`src/rtl/wb_io_arbiter.sv`:
```
// wb_io_arbiter: round-robin arbiter sharing one Wishbone IO slave port among masters, optional WB_IO_ARB_TIMEOUT_EN watchdog
module wb_io_arbiter #(
  parameter int NUM_MASTERS    = 2,
  parameter int TIMEOUT_CYCLES = 255
) (
  input  logic                      wb_clk_i,
  input  logic                      wb_rst_n_i,
  input  logic [32*NUM_MASTERS-1:0] wbm_adr_i,
  input  logic [32*NUM_MASTERS-1:0] wbm_dat_i,
  input  logic [4*NUM_MASTERS-1:0]  wbm_sel_i,
  input  logic [NUM_MASTERS-1:0]    wbm_we_i,
  input  logic [NUM_MASTERS-1:0]    wbm_cyc_i,
  input  logic [NUM_MASTERS-1:0]    wbm_stb_i,
  input  logic [3*NUM_MASTERS-1:0]  wbm_cti_i,
  input  logic [2*NUM_MASTERS-1:0]  wbm_bte_i,
  output logic [32*NUM_MASTERS-1:0] wbm_dat_o,
  output logic [NUM_MASTERS-1:0]    wbm_ack_o,
  output logic [NUM_MASTERS-1:0]    wbm_err_o,
  output logic [NUM_MASTERS-1:0]    wbm_rty_o,
  output logic [31:0]               wbs_adr_o,
  output logic [31:0]               wbs_dat_o,
  output logic [3:0]                wbs_sel_o,
  output logic                      wbs_we_o,
  output logic                      wbs_cyc_o,
  output logic                      wbs_stb_o,
  output logic [2:0]                wbs_cti_o,
  output logic [1:0]                wbs_bte_o,
  input  logic [31:0]               wbs_dat_i,
  input  logic                      wbs_ack_i,
  input  logic                      wbs_err_i,
  input  logic                      wbs_rty_i,
  output logic [NUM_MASTERS-1:0]    grant_o,
  output logic                      timeout_o
);
  localparam int IW = $clog2(NUM_MASTERS);
  if (NUM_MASTERS < 2 || NUM_MASTERS > 4 || TIMEOUT_CYCLES < 2 || TIMEOUT_CYCLES > 255) begin : g_bad_param
    $error("wb_io_arbiter: parameter out of range");
  end
`ifdef WB_IO_ARB_TIMEOUT_EN
  typedef enum logic [1:0] {IDLE, OWN, ERR} state_t;
`else
  typedef enum logic [1:0] {IDLE, OWN} state_t;
`endif
  state_t state, state_nx;
  logic [IW-1:0] owner, owner_nx, last, last_nx, win;
  logic [NUM_MASTERS-1:0] grant, grant_nx;
  logic found, own, ocyc, term, tmo_err;
`ifdef WB_IO_ARB_TIMEOUT_EN
  logic [7:0] cnt, cnt_nx;
  assign tmo_err = state == ERR;
`else
  assign tmo_err = 1'b0;
`endif
  assign own  = state == OWN;
  assign ocyc = wbm_cyc_i[owner];
  assign term = wbs_ack_i | wbs_err_i | wbs_rty_i;
  always_comb begin
    win   = last;
    found = 1'b0;
    for (int i = 1; i <= NUM_MASTERS; i++)
      if (!found && wbm_cyc_i[(int'(last) + i) % NUM_MASTERS]) begin
        win   = IW'((int'(last) + i) % NUM_MASTERS);
        found = 1'b1;
      end
  end
  always_comb begin
    state_nx = state;
    owner_nx = owner;
    last_nx  = last;
    grant_nx = grant;
`ifdef WB_IO_ARB_TIMEOUT_EN
    cnt_nx   = '0;
`endif
    case (state)
      IDLE: if (found) begin
        state_nx = OWN;
        owner_nx = win;
        grant_nx = NUM_MASTERS'(1) << win;
      end
      OWN: if (!ocyc) begin
        state_nx = IDLE;
        last_nx  = owner;
        grant_nx = '0;
      end
`ifdef WB_IO_ARB_TIMEOUT_EN
      else if (wbs_stb_o && !term) begin
        if (cnt == 8'(TIMEOUT_CYCLES - 1)) state_nx = ERR;
        else cnt_nx = cnt + 8'd1;
      end
      ERR: if (!ocyc) begin
        state_nx = IDLE;
        last_nx  = owner;
        grant_nx = '0;
      end else state_nx = OWN;
`endif
      default: state_nx = IDLE;
    endcase
  end
  always_ff @(posedge wb_clk_i or negedge wb_rst_n_i)
    if (!wb_rst_n_i) begin
      state <= IDLE;
      owner <= '0;
      last  <= IW'(NUM_MASTERS - 1);
      grant <= '0;
`ifdef WB_IO_ARB_TIMEOUT_EN
      cnt   <= '0;
`endif
    end else begin
      state <= state_nx;
      owner <= owner_nx;
      last  <= last_nx;
      grant <= grant_nx;
`ifdef WB_IO_ARB_TIMEOUT_EN
      cnt   <= cnt_nx;
`endif
    end
  assign wbs_cyc_o = own && ocyc;
  assign wbs_stb_o = own && ocyc && wbm_stb_i[owner];
  assign wbs_adr_o = own ? wbm_adr_i[32*owner +: 32] : '0;
  assign wbs_dat_o = own ? wbm_dat_i[32*owner +: 32] : '0;
  assign wbs_sel_o = own ? wbm_sel_i[4*owner +: 4] : '0;
  assign wbs_we_o  = own && wbm_we_i[owner];
  assign wbs_cti_o = own ? wbm_cti_i[3*owner +: 3] : '0;
  assign wbs_bte_o = own ? wbm_bte_i[2*owner +: 2] : '0;
  assign wbm_dat_o = own ? {NUM_MASTERS{wbs_dat_i}} : '0;
  assign wbm_ack_o = (own && ocyc && wbs_ack_i) ? grant : '0;
  assign wbm_err_o = ((own && ocyc && wbs_err_i) || tmo_err) ? grant : '0;
  assign wbm_rty_o = (own && ocyc && wbs_rty_i) ? grant : '0;
  assign grant_o   = grant;
  assign timeout_o = tmo_err;
endmodule

```
`config.mk`:
```
export PLATFORM = sky130hd
export DESIGN_NAME = wb_io_arbiter
export DESIGN_NICKNAME = d
export VERILOG_FILES = /design/src/rtl/wb_io_arbiter.sv
export SDC_FILE = /design/constraint.sdc
export NUM_CORES = 1
export LEC_CHECK = 0
export CAP_MARGIN = 20
export CELL_PAD_IN_SITES_DETAIL_PLACEMENT = 0
export CELL_PAD_IN_SITES_GLOBAL_PLACEMENT = 1
export CORE_AREA = 2 2 133 135
export CTS_CLUSTER_SIZE = 28
export DETAILED_ROUTE_END_ITERATION = 8
export DIE_AREA = 0 0 135 137
export HOLD_SLACK_MARGIN = 0.03
export PLACE_DENSITY_LB_ADDON = 0.25
export RECOVER_POWER = 50
export SLEW_MARGIN = 20
export SYNTH_ARGS = -nofsm -noshare
export SYNTH_HDL_FRONTEND = slang
export SYNTH_SLANG_ARGS = --single-unit
```
`constraint.sdc`:
```
create_clock -name wb_clk_i -period 3.5 [get_ports wb_clk_i]
set_clock_uncertainty 0.15 [all_clocks]
set_input_delay 0.525 -clock wb_clk_i [delete_from_list [all_inputs] [get_ports wb_clk_i]]
set_output_delay 0.525 -clock wb_clk_i [all_outputs]
set_load 0.01 [all_outputs]
```
---- Word-level counts from Yosys, hierarchy flattened ----
Cells that the tools add are included.
word-level totals
  memory bits (writable) .................. 0
  output and inout bits ................... 149
  bits in latches ......................... 0
  bits in registers ....................... 6
  input port bits ......................... 189
  logic and storage cells ................. 66
  memories kept ........................... 0
  bits in read-only memories .............. 0
cells by class
  magnitude comparators ................... 3
  reductions and logical operators ........ 14
  div/mod/pow operators ................... 0
  $add $sub $neg .......................... 2
  bitwise operators ....................... 3
  shifts and indexed selects .............. 6
  multiply operators ...................... 1
  eq/ne operators ......................... 3
  muxes and demuxes ....................... 30
operator list
  operator             number
  $shiftx 64x7->32     2
  $mux 32              2
  $mux 64              1
  $mux 1               16
  $mux 2               7
  $pmux 2 s2           2
  $shiftx 8x4->4       1
  $logic_and 1x1->1    7
  $lt 2x3->1 const B   2
  $reduce_and 2->1     3
  $shiftx 6x4->3       1
  $mux 4               1
  $ne 2x2->1 const B   2
  $shiftx 4x3->2       1
  $mul 2x1->3 const A  1
  $mux 3               1
  $reduce_and 3->1     1
  $add 1x1->1 const B  2
  $and 1x1->1 const A  2
  $eq 2x1->1 const B   1
  $logic_not 2->1      1
  $lt 1x2->1 const B   1
  $reduce_bool 2->1    1
  $shl 1x1->2 const A  1
  2 further kinds      2

---- Longest topological paths before layout ----
Gate-level depths: netlist (run 1).
  depth after elaboration ................. 12
  gate-level depth with buffers ........... 5
  mapped depth without buffers ............ 3

---- Worst setup path after synthesis (run 1) ----
Ideal clock, no wire load.
  path type ............................... input to output
  from .................................... input wbm_cyc_i[0]
  to ...................................... output wbm_ack_o[0]
  stages on the path ...................... 4
  buffers on the path ..................... 1
  required time ........................... 2.825 ns
  data arrival time ....................... 1.276 ns
  slack ................................... 1.549 ns
  path through ............................ mux2_4 -> and2_1 -> buf_6 -> and3_1
on the way
  longest elaborated chain between the ends .. 5
RTL lines
  element                                    line  RTL
  start: declaration                         12    input logic [NUM_MASTERS-1:0] wbm_cyc_i,
  $mux 1 (not written as such) (2 in a row)  55    assign ocyc = wbm_cyc_i[owner];
  $logic_and 1x1->1                          n/a
  named net wbs_cyc_o                        24    output logic wbs_cyc_o,
  $logic_and 1x1->1                          126   assign wbm_ack_o = (own && ocyc && wbs_ack_i) ? grant : '0;
  $mux 2                                     126
  end: declaration                           17    output logic [NUM_MASTERS-1:0] wbm_ack_o,
The timed path passes the listed nets, and every way through them passes these cells. The select of a mux whose other input is x is not followed.

---- Worst setup path after layout (run 1) ----
  from .................................... input wbm_cyc_i[1]
  to ...................................... output wbm_err_o[0]
on the way
  longest elaborated chain between the ends .. 5
RTL lines
  element                                    line  RTL
  $mux 1 (not written as such) (2 in a row)  55
  $logic_and 1x1->1 (2 in a row)             127   assign wbm_err_o = ((own && ocyc && wbs_err_i) || tmo_err) ? grant : '0;
  $mux 2                                     127
  end: declaration                           18    output logic [NUM_MASTERS-1:0] wbm_err_o,
Every way passes these cells. The select of a mux whose other input is x is not followed.

==> results.ini, run 1 <==
[floorplan]
die_h_um=137
io-pin-count=338
initial_core_util_pct=11.1
core_region_area_mm2=0.0171
rows=48
die_x_um=135
die_area_mm2=0.0185

[timing]
finalSetupViolCount=0
slew_viol_final=0
tightest_slew_ns=1.08
clock.fmax_mhz=315
rsz0062_at_grt=false
final-hold-violation-count=0
period_share_pct=90.7
period_minus_slack_ns=3.18
setup_ws_ns=0.324
setup-tns-final_ns=0
slew_headroom_pct=28.1

[final_layout]
antennaDiodeCount=0
final_nets=753
final_layout_size_suffix_gt1_share_pct=1.95
fin_area_mm2=0.00530
area_growth_syn_to_layout_pct=180
final_cells=788

[clocking]
hold_buffers=0
clk_pin_slew_worst_paths_ns=0.03
h-tree-depth=1
post-cts-setup-buffers=0
cts_root_buf=clkbuf_16
cts_tree=yes
cts_resized=0
clk_path_buf_depth=2
clock_sinks=5
insertion_delay_ns=0.23
numCtsBuffers=3

[status]
status=finished clean

[drt]
avgViaCountPerCell=3.71
drc_errors=0
drtPass1Iterations=4
drt_iter0_markers=79
avgRoutedWirePerCell_um=13.6
postRouteAntennaNets=0
routed_wl_mm=10.7
via_count=2922

[setup_path]
end_kind=output pin
critical_path.slowest_cell=dlygate4sd3_1
required_ns=2.82
critPathMaxStageDelay_ns=0.60
crit_fanout=6
path_cells=dlygate4sd3_1 > mux2_1 > and2_0 > and3_1 > clkdlybuf4s50_1
crit_type=primary input to output pin
arrival_ns=2.50
reg2reg_setup_slack_ns=1.72
start_kind=primary input

[place]
pre_cts_ws_ns=0.527
io_buffers=336
dp_hpwl_mm=9.24
place_area_mm2=0.00523
place_inst=784
globalplace.congestion=0.701

[synthesis]
synth-seq-cells=5
synth_nets=462
yosysWarnings=0
syn_area_mm2=0.00189
syn_area_per_cell_um2=6.93
yosysSeqAreaShare_pct=6.68
netlist_instances=273
ys_types=20

[global_routing]
grt_pass1_wl_mm=15.0
grt_overflow=0
grt_usage_pct=10.2
grt_max_degree=54
antenna_found_initial=0
grt_pass1_vias=2903

[power]
p_sw_uw=850
power.internal_uw=1270
swShare_pct=40.0
irDropWorstVdd_mv=0.195
p_comb_share_pct=85.5
seq_power_share_pct=5.5
power.leakage_uw=0.00222
power.density_mw_per_mm2=401
p_clk_share_pct=9.0
power_uw=2120

[run]
max_cap_violations=0

[hold_path]
hp-class=flip-flop to flip-flop

==> synthesized netlist by cell type <==
master	count	share of area, %
clkbuf_1	10	2.0
buf_2	8	2.1
mux2_4	1	0.79
o21ai_0	3	0.79
buf_4	35	14
o211a_1	1	0.53
nand2_1	1	0.20
inv_2	1	0.20
and3_1	6	2.0
dfstp_2	1	1.4
nand3_1	3	0.79
buf_6	2	1.2
nor2_1	77	15
a21oi_1	5	1.3
mux2i_1	74	39
a211o_1	1	0.46
inv_1	4	0.79
dfrtp_1	4	5.3
and2_1	35	12
conb_1	1	0.20
==> flip-flops by register name, summed over array words and instances, names as in the netlist <==
| name | count |
|---|---|
| grant_o | 2 |
| last | 1 |
| owner | 1 |
| state | 1 |
==> worst paths after layout <==
check | start | to | cells after the start
max | wbm_cyc_i[1] | wbm_err_o[0] | 5
min | last | last | 2
max reg2reg | owner | grant_o[0] | 3
min reg2reg | last | last | 2
max in group asynchronous | wb_rst_n_i | last | 1
min in group asynchronous | wb_rst_n_i | grant_o[1] | 1
==> cells in the final DEF (no fill, tap or decap), types with 2 or more instances in the layout <==
master             n
inv_1              4
clkbuf_16          3
and3_1             6
and2_0            33
dfrtp_1            3
a21oi_1            5
buf_4              2
o21ai_0            3
mux2i_1           74
nor2_1            77
nand3_1            3
clkbuf_2           2
clkdlybuf4s50_1  300
and2_1             2
dlygate4sd3_1     36
==> logic make-up (layout without fill, tap and decap cells) <==
| logic type | after synthesis | in the layout | synth area share (%) |
|---|---|---|---|
| AO/OA/AOI/OAI | 10 | 10 | 3.11 |
| flip-flops | 5 | 5 | 6.68 |
| buffers and inverters | 60 | 350 | 20.2 |
| other | 1 | 1 | 0.198 |
| multiplexers | 75 | 75 | 40.0 |
| AND/OR/NAND/NOR | 122 | 122 | 29.8 |
==> metal layers <==
metal | global-route usage, % | wire, µm | up-vias
met4 | 2.14 | 123 | 0
met3 | 2.11 | 804 | 6
li1 | - | - | 1439
met1 | 10.4 | 3620 | 1307
met5 | 0 | 0 | -
met2 | 21.0 | 6190 | 170
==> area by class of cell <==
class | instances | area, µm²
well taps | 225 | 282
fillers | 1808 | 11800
multi-input cells | 208 | 1380
clock buffers | 4 | 78.8
flip-flops and latches | 5 | 130
inverters | 5 | 18.8
repair buffers | 341 | 3410
==> worst max-delay path: cells and delay by family <==
kind | cells | cell delay [ns]
muxes | 1 | 0.40
buffers and inverters | 2 | 1.07
and+or+nand+nor | 2 | 0.50
==> through the flow <==
stage | util [%] | hold WS, ns
after floorplan | - | 0.0794
after detailed placement | 30.6 | 0.383
final | 31.1 | 0.397
after CTS | 31.1 | 0.386
after global placement | 30.6 | 0.359
after global routing | 31.1 | 0.448
==> power groups by stage <==
stage                     clock [µW]  combinational, µW  sequential [µW]
after CTS                        194               1890              121
final                            190               1820              117
after detailed placement           0               1880              121
after global placement             0               1880              119
after floorplan                    0                963              100
after global routing             203               1950              122
Power figures use the tool's default switching activity.
==> run 2: changes to the inputs <==
--- a/config.mk
+++ b/config.mk
@@ -9,6 +9,7 @@
 export CELL_PAD_IN_SITES_DETAIL_PLACEMENT = 0
 export CELL_PAD_IN_SITES_GLOBAL_PLACEMENT = 1
 export CORE_AREA = 2 2 133 135
+export CTS_CLUSTER_DIAMETER = 30
 export CTS_CLUSTER_SIZE = 28
 export DETAILED_ROUTE_END_ITERATION = 8
 export DIE_AREA = 0 0 135 137
==> results of run 2 <==
The final DEF is identical to that of run 1; final timing and power are the same.
